[src/rtl/pc_seq_pkg.sv]
// Shared constants and state encoding for the PC fetch sequencer.
package pc_seq_pkg;

  typedef enum logic [1:0] {
    ST_IDLE  = 2'd0,
    ST_FETCH = 2'd1,
    ST_STALL = 2'd2
  } state_e;

  localparam logic [31:0] DEFAULT_RESET_PC = 32'h0000_0000;
  localparam int unsigned DEFAULT_STEP     = 4;
  localparam logic [31:0] ALIGN_MASK       = 32'hFFFF_FFFC;

endpackage

[src/rtl/pc_step_reg.sv]
// Program counter register: aligned load, fixed step, or hold.
module pc_step_reg
  import pc_seq_pkg::*;
#(
  parameter int unsigned       ADDR_W   = 32,
  parameter logic [ADDR_W-1:0] RESET_PC = ADDR_W'(DEFAULT_RESET_PC),
  parameter int unsigned       STEP     = DEFAULT_STEP
) (
  input  logic              clk,
  input  logic              rst_n,
  input  logic              load_i,
  input  logic [ADDR_W-1:0] target_i,
  input  logic              step_i,
  output logic [ADDR_W-1:0] pc_o
);

  logic [ADDR_W-1:0] pc_q, pc_d;

  // Only the two low address bits are cleared, whatever ADDR_W is.
  localparam logic [ADDR_W-1:0] LOW_BITS = ADDR_W'(~ALIGN_MASK);

  always_comb begin
    pc_d = pc_q;
    if (load_i) begin
      pc_d = target_i & ~LOW_BITS;
    end else if (step_i) begin
      pc_d = pc_q + ADDR_W'(STEP);
    end
  end

  // NOTE: state registers use non-blocking assignments so every flop samples
  // pre-edge values, independent of process evaluation order.
  always_ff @(posedge clk or negedge rst_n) begin
    if (!rst_n) begin
      pc_q <= RESET_PC;
    end else begin
      pc_q <= pc_d;
    end
  end

  assign pc_o = pc_q;

endmodule

[src/rtl/pc_fetch_sequencer.sv]
// Instruction-fetch PC sequencer: IDLE/FETCH/STALL FSM with branch redirect.
// Define PC_SEQ_PERF_CNT_EN to build the fetch and stall performance counters.
module pc_fetch_sequencer
  import pc_seq_pkg::*;
#(
  parameter int unsigned       ADDR_W   = 32,
  parameter logic [ADDR_W-1:0] RESET_PC = ADDR_W'(DEFAULT_RESET_PC),
  parameter int unsigned       STEP     = DEFAULT_STEP
) (
  input  logic              clk,
  input  logic              rst_n,
  input  logic              run,
  input  logic              stall,
  input  logic              br_taken,
  input  logic [ADDR_W-1:0] br_target,
  input  logic              fetch_ready,
  output logic              fetch_valid,
  output logic [ADDR_W-1:0] fetch_addr,
  output logic [ADDR_W-1:0] pc,
  output logic              misalign_err,
  output logic [31:0]       fetch_count,
  output logic [31:0]       stall_cycles
);

  state_e state_q, state_d;
  state_e exit_state;
  logic   fetch_valid_q, fetch_valid_d;
  logic   misalign_q, misalign_d;
  logic   accept;

  // A redirect withdraws the pending request even when memory is ready.
  assign accept = (state_q == ST_FETCH) && fetch_ready && !br_taken;

  always_comb begin
    exit_state = !run ? ST_IDLE : (stall ? ST_STALL : ST_FETCH);
  end

  // NOTE: every always_comb output gets a default first so no path can
  // leave it unassigned and infer a latch.
  always_comb begin
    state_d = state_q;
    if (br_taken) begin
      state_d = exit_state;
    end else begin
      unique case (state_q)
        ST_FETCH: if (fetch_ready) state_d = exit_state;
        default:  state_d = exit_state;
      endcase
    end
    fetch_valid_d = (state_d == ST_FETCH);
    misalign_d    = misalign_q | (br_taken && (br_target[1:0] != 2'b00));
  end

  always_ff @(posedge clk or negedge rst_n) begin
    if (!rst_n) begin
      state_q       <= ST_IDLE;
      fetch_valid_q <= 1'b0;
      misalign_q    <= 1'b0;
    end else begin
      state_q       <= state_d;
      fetch_valid_q <= fetch_valid_d;
      misalign_q    <= misalign_d;
    end
  end

  pc_step_reg #(
    .ADDR_W  (ADDR_W),
    .RESET_PC(RESET_PC),
    .STEP    (STEP)
  ) u_pc (
    .clk     (clk),
    .rst_n   (rst_n),
    .load_i  (br_taken),
    .target_i(br_target),
    .step_i  (accept),
    .pc_o    (pc)
  );

`ifdef PC_SEQ_PERF_CNT_EN
  logic [31:0] fetch_count_q, stall_cycles_q;
  logic        stall_hold;

  assign stall_hold = (state_q == ST_STALL) && (state_d == ST_STALL);

  always_ff @(posedge clk or negedge rst_n) begin
    if (!rst_n) begin
      fetch_count_q  <= '0;
      stall_cycles_q <= '0;
    end else begin
      if (accept)     fetch_count_q  <= fetch_count_q + 32'd1;
      if (stall_hold) stall_cycles_q <= stall_cycles_q + 32'd1;
    end
  end

  assign fetch_count  = fetch_count_q;
  assign stall_cycles = stall_cycles_q;
`else
  assign fetch_count  = 32'd0;
  assign stall_cycles = 32'd0;
`endif

  assign fetch_valid  = fetch_valid_q;
  assign fetch_addr   = pc;
  assign misalign_err = misalign_q;

endmodule
[config.mk]
export PLATFORM = sky130hd
export DESIGN_NAME = pc_fetch_sequencer
export DESIGN_NICKNAME = d
export VERILOG_FILES = /design/src/rtl/pc_seq_pkg.sv /design/src/rtl/pc_step_reg.sv /design/src/rtl/pc_fetch_sequencer.sv
export SDC_FILE = /design/constraint.sdc
export NUM_CORES = 1
export LEC_CHECK = 0
export ABC_CLOCK_PERIOD_IN_PS = 4800
export CAP_MARGIN = 0
export CELL_PAD_IN_SITES_DETAIL_PLACEMENT = 0
export CELL_PAD_IN_SITES_GLOBAL_PLACEMENT = 1
export CORE_MARGIN = 8
export CORE_UTILIZATION = 27
export CTS_BUF_LIST = sky130_fd_sc_hd__clkbuf_16
export CTS_CLUSTER_DIAMETER = 100
export DETAILED_ROUTE_END_ITERATION = 6
export PLACE_DENSITY_LB_ADDON = 0.1
export SETUP_SLACK_MARGIN = 0.02
export SLEW_MARGIN = 15
export SYNTH_ARGS = -nofsm -noshare
export SYNTH_HDL_FRONTEND = slang
export SYNTH_HIERARCHICAL = 1
export SYNTH_SLANG_ARGS = --single-unit
[constraint.sdc]
create_clock -name clk -period 4.8 [get_ports clk]
set_input_delay 0.96 -clock clk [delete_from_list [all_inputs] [get_ports clk]]
set_output_delay 0.96 -clock clk [all_outputs]
set_load 0.05 [all_outputs]
## Yosys cells after proc, flatten, opt, wreduce, memory -nomap -nowiden

Cells that the tools add are included.

| storage, ports and cells | value |
|---|---|
| register bits after elaboration | 36 |
| bits of input ports | 38 |
| output and inout bits | 130 |
| word-level logic and storage cells | 21 |

| cells by class | value |
|---|---|
| add/subtract/negate cells | 1 |
| equal/unequal tests | 2 |
| mux-type cells | 7 |
| bitwise operators | 1 |
| reduce and logical (&&, ||, !) cells | 6 |

Operators by type and width:

| kind | count |
|---|---|
| 32-bit two-way mux | 2 |
| 32-bit by 3-bit adder with 32-bit output, second input constant | 1 |
| 2-bit two-way mux | 5 |
| 2-bit by 1-bit equality test with 1-bit output, second input constant | 2 |
| 2-bit nonzero test | 2 |
| 1-bit logical AND | 3 |
| 1-bit logical NOT | 1 |
| 1-bit bitwise OR | 1 |

## Longest topological paths before layout

| logic depth | value |
|---|---|
| word-level depth | 6 |
| gate-level depth with buffers | 7 |
| mapped depth without buffers | 6 |

## Hierarchy

The synthesis kept the hierarchy.

Modules (own cells, without submodules):

| module | instances | cells each | area each (um2) | seq. area each (um2) |
|---|---|---|---|---|
| pc_step_reg | 1 | 192 | 1,729.2 | 750.7 |
| pc_fetch_sequencer | 1 | 109 | 878.3 | 100.1 |

## Least setup slack after synthesis

OpenSTA, ideal clock, no wires.

| path | value |
|---|---|
| kind | input port to flip-flop |
| from | input br_taken |
| to | register u_pc.pc_q[28] (netlist: u_pc/pc_o[28]) |
| setup time | 0.125 ns |
| arrival time | 2.409 ns |
| data required time | 4.675 ns |
| setup slack | 2.266 ns |
| cell stages on the path | 6 |
| buffers on the path | 0 |
| cells stage by stage | and4bb_2 > and3_1 > nand3_1 > nor4_1 > xor2_1 > mux2_2 |

| on the way | value |
|---|---|
| longest elaborated chain between the ends | 3 |
| elaborated cells on any way between the ends | 4 |
| those cells by class | 1 x mux; 3 x reduce/logical |

Ends and longest elaborated chain:

| what | line | text |
|---|---|---|
| start, declared | pc_fetch_sequencer.sv:14 | `input logic br_taken,` |
| 1-bit logical NOT | pc_fetch_sequencer.sv:32 | `assign accept = (state_q == ST_FETCH) && fetch_ready && !br_taken;` |
| 1-bit logical AND | pc_fetch_sequencer.sv:32 |  |
| 2-bit nonzero test (no source line) | n/a |  |
| end signal, assigned | pc_step_reg.sv:37 | `pc_q <= pc_d;` |
| end, declared | pc_step_reg.sv:17 | `logic [ADDR_W-1:0] pc_q, pc_d;` |

Several ways; a longest one is shown, not always the timed one.
A chain may end at the register's enable or synchronous reset.

## Worst setup path in the final report

| path | value |
|---|---|
| from | input fetch_ready |
| to | register u_pc.pc_q[28] (netlist: u_pc/pc_o[28]) |

| on the way | value |
|---|---|
| longest elaborated chain between the ends | 3 |

Ends and longest elaborated chain:

| what | line | text |
|---|---|---|
| start, declared | pc_fetch_sequencer.sv:16 | `input logic fetch_ready,` |
| 1-bit logical AND (2 in series) | pc_fetch_sequencer.sv:32 |  |
| via accept | pc_fetch_sequencer.sv:29 | `logic accept;` |
| 2-bit nonzero test (no source line) | n/a |  |

The timed path passes the listed nets, and every way through them passes these cells.

==> metrics <==
die height=around 110 µm; synth top area cells=dfrtp_1, buf_4, xnor2_1; Placement Cell Area=~3200 µm²; minimum clock period=2940 ps; Pins Over Slew Limit=0; leakage power total=between 1 and 1.5 nW; Internal=0.000623 W; RSZ-0062 raised after global routing=false; gpl congestion=between 0.6 and 0.7; router iterations before antenna repair=4; Synth Cell Area=~2600 µm²; CTS sink cnt=34; #FFs+latches synth=34; Final Hold Fails=0; Switch Pwr=approximately 0.00049 W; IO buf count=99; drc violations=0; register clock-pin slew on the reported worst setup and hold paths=roughly 50 ps; clk buf depth=2; Post-CTS Setup Bufs=0; vias in the first global route=1,966; post-layout instance area=between 3000 and 4000 µm²; Die Footprint=between 10,000 and 15,000 µm²; largest net degree at the start of global routing=62; Reg power frac=between 30% and 40%; initial antenna violation count=0; H-Tree Depth=2; post-CTS sizing=0; WL/cell=approximately 14 µm; Max Fclk=0.340 GHz; Cell variety after synth=33; Post-Syn Area per Cell=between 8 and 9 µm²; VDD IR-drop max=between 0.1 and 0.15 mV; total core area=roughly 9600 µm²; Final ANT Viol Nets=0; top-area cell type share of the netlist area=between 30% and 40%; Setup violations, final=0; status=finished, final reports clean; Total Routing Usage GR=about a tenth; Synth area leader=dfrtp_1; max-cap viol count=0; WP data required=approximately 5000 ps; Pwr Density=332 nW/µm²; dpl hpwl=around 5300 µm; 1st-iter DRT viols=60; Seq/Total Area, Yosys=between 30% and 40%; Core Util, Final=between 30% and 40%; share of post-route cells with drive strength above 1=roughly 5.2%; drt total wl=approximately 6900 µm; cts hold-fix bufs=0; Ys Warns=6; Setup WS pre-CTS=between 1500 and 2000 ps; ANT cells=0; total CTS buffers=5; Initial Util=27.2%; crit path max fanout=7; worst-margin pin slew=roughly 820 ps; gr ovfl total=0; Final Non-Filler Cells=around 500; Clock Skew=approximately 6.5 ps; crit path launch type=primary input; CTS tree=built; CP Capture Type=flip-flop; clock share of power=26.5%; Synth Instances=301; Nets=405; Setup TNS=0 ps; Gate power share=a little over two fifths; class of the most critical hold timing path=reg -> reg; Slew headroom=between 40% and 50%; clk root buf=clkbuf_16; chip width=roughly 110 µm; worst-skew pair later-pin latency=roughly 280 ps; Placed Cells=roughly 490; first-pass GRT wire length=approximately 10,000 µm; fin worst setup slack=1860 ps; I/O pin total=around 170; vias per cell=between 3 and 4; Crit Path Category=in -> reg; vias=~1,900; fin crit share=between 60 and 70%; # rows=36; Switching Fraction=44.1%; P&R area growth vs syn=28.6%; Worst Path Arrival=around 3100 ps
==> cells by family (layout without fill, tap and decap cells) <==
logic type	Yosys count	after routing	share of synthesized area, %
AOI/OAI and AO/OA	32	32	6.29
xor gates and xnor gates	29	29	9.74
adders and majority gates	1	1	0.480
buffers and inverters	111	111	30.5
DFF	34	34	32.6
muxes	2	2	0.816
other	2	66	0.288
and+or+nand+nor	90	90	19.2
==> state kept, by name, indices dropped and copies added (netlist names) <==
| name | count |
|---|---|
| u_pc/pc_o | 30 |
| misalign_err | 1 |
| fetch_valid | 1 |
| state_q | 2 |
==> synthesized netlist by cell type (all sizes together) <==
master and count:
nor2 6, o21ai 32, and4 1, inv 5, nor3 8, or3 2, nor4 7, conb 2
xnor2 21, nand2 43, mux2i 1, dfrtp 34, buf 100, nand4 4, xor2 8, ha 1
and4bb 1, nand2b 1, and3 7, and2 1, clkbuf 6, mux2 1, nand3 8, or4b 1
==> layer usage <==
metal	global-route usage, %	share of wire (%)	wire, µm	vias up
met5	0	0	0	-
met3	4.96	10	705	5
met2	14.9	44	3040	90
met1	12.8	45	3100	845
li1	-	-	-	949
met4	2.93	0.73	50	0
==> worst max-delay path: stages <==
cell and delay, ps:
clkdlybuf4s50_1 460, and4bb_2 310, and3_1 300, nand3_1 310, nor4_1 370, xor2_1 110
mux2_2 270
==> cell type report <==
cell class | instances | area, µm²
Timing Repair Buffer | 100 | 988
Fill cell | 1039 | 6240
Clock buffer | 5 | 125
Tap cell | 133 | 166
Clock inverter | 1 | 3.75
Multi-Input combinational cell | 220 | 1200
Inverter | 5 | 18.8
Sequential cell | 34 | 851
==> per-stage QoR <==
step / hold WS [ps] / total power (W)
floorplan: 534 / 0.000753
global placement: 453 / 0.000826
detailed placement: 456 / 0.000827
CTS: 478 / 0.00113
global route: 535 / 0.00117
finish: 469 / 0.00111
==> placed cells by master, fill, tap and decap left out, types with 2 or more instances in the layout <==
master,count
nor4_1,3
inv_1,5
and3_1,6
nand4_1,3
nor4_4,3
or3_1,2
buf_2,2
clkbuf_16,5
nor2_1,6
nor3_1,7
conb_1,66
xor2_1,8
nand3_1,7
dfrtp_1,34
xnor2_1,21
nand2_1,43
o21ai_1,5
o21ai_0,26
clkdlybuf4s50_1,97
==> power by group through the flow <==
stage | combinational [W] | sequential [W] | clock, W
global route | 0.000492 | 0.000356 | 0.000319
CTS | 0.000471 | 0.000352 | 0.000312
floorplan | 0.000324 | 0.000430 | 0
detailed placement | 0.000471 | 0.000356 | 0
finish | 0.000469 | 0.000350 | 0.000296
global placement | 0.000470 | 0.000356 | 0
==> path summary, 6_finish.rpt <==
kind	from	to	slack, ps	cells past startpoint
hold / removal	misalign_err$_DFF_PN0_	misalign_err$_DFF_PN0_	470	1
min in group asynchronous	rst_n	state_q[1]$_DFF_PN0_	780	1
setup / recovery	fetch_ready	u_pc/pc_o[28]$_DFFE_PN0N_	1860	7
max in group asynchronous	rst_n	u_pc/pc_o[15]$_DFFE_PN0N_	3500	1
hold reg to reg	misalign_err$_DFF_PN0_	misalign_err$_DFF_PN0_	470	1
setup reg to reg	u_pc/pc_o[10]$_DFFE_PN0N_	u_pc/pc_o[28]$_DFFE_PN0N_	2520	5
(Power assumes the default switching activity.)
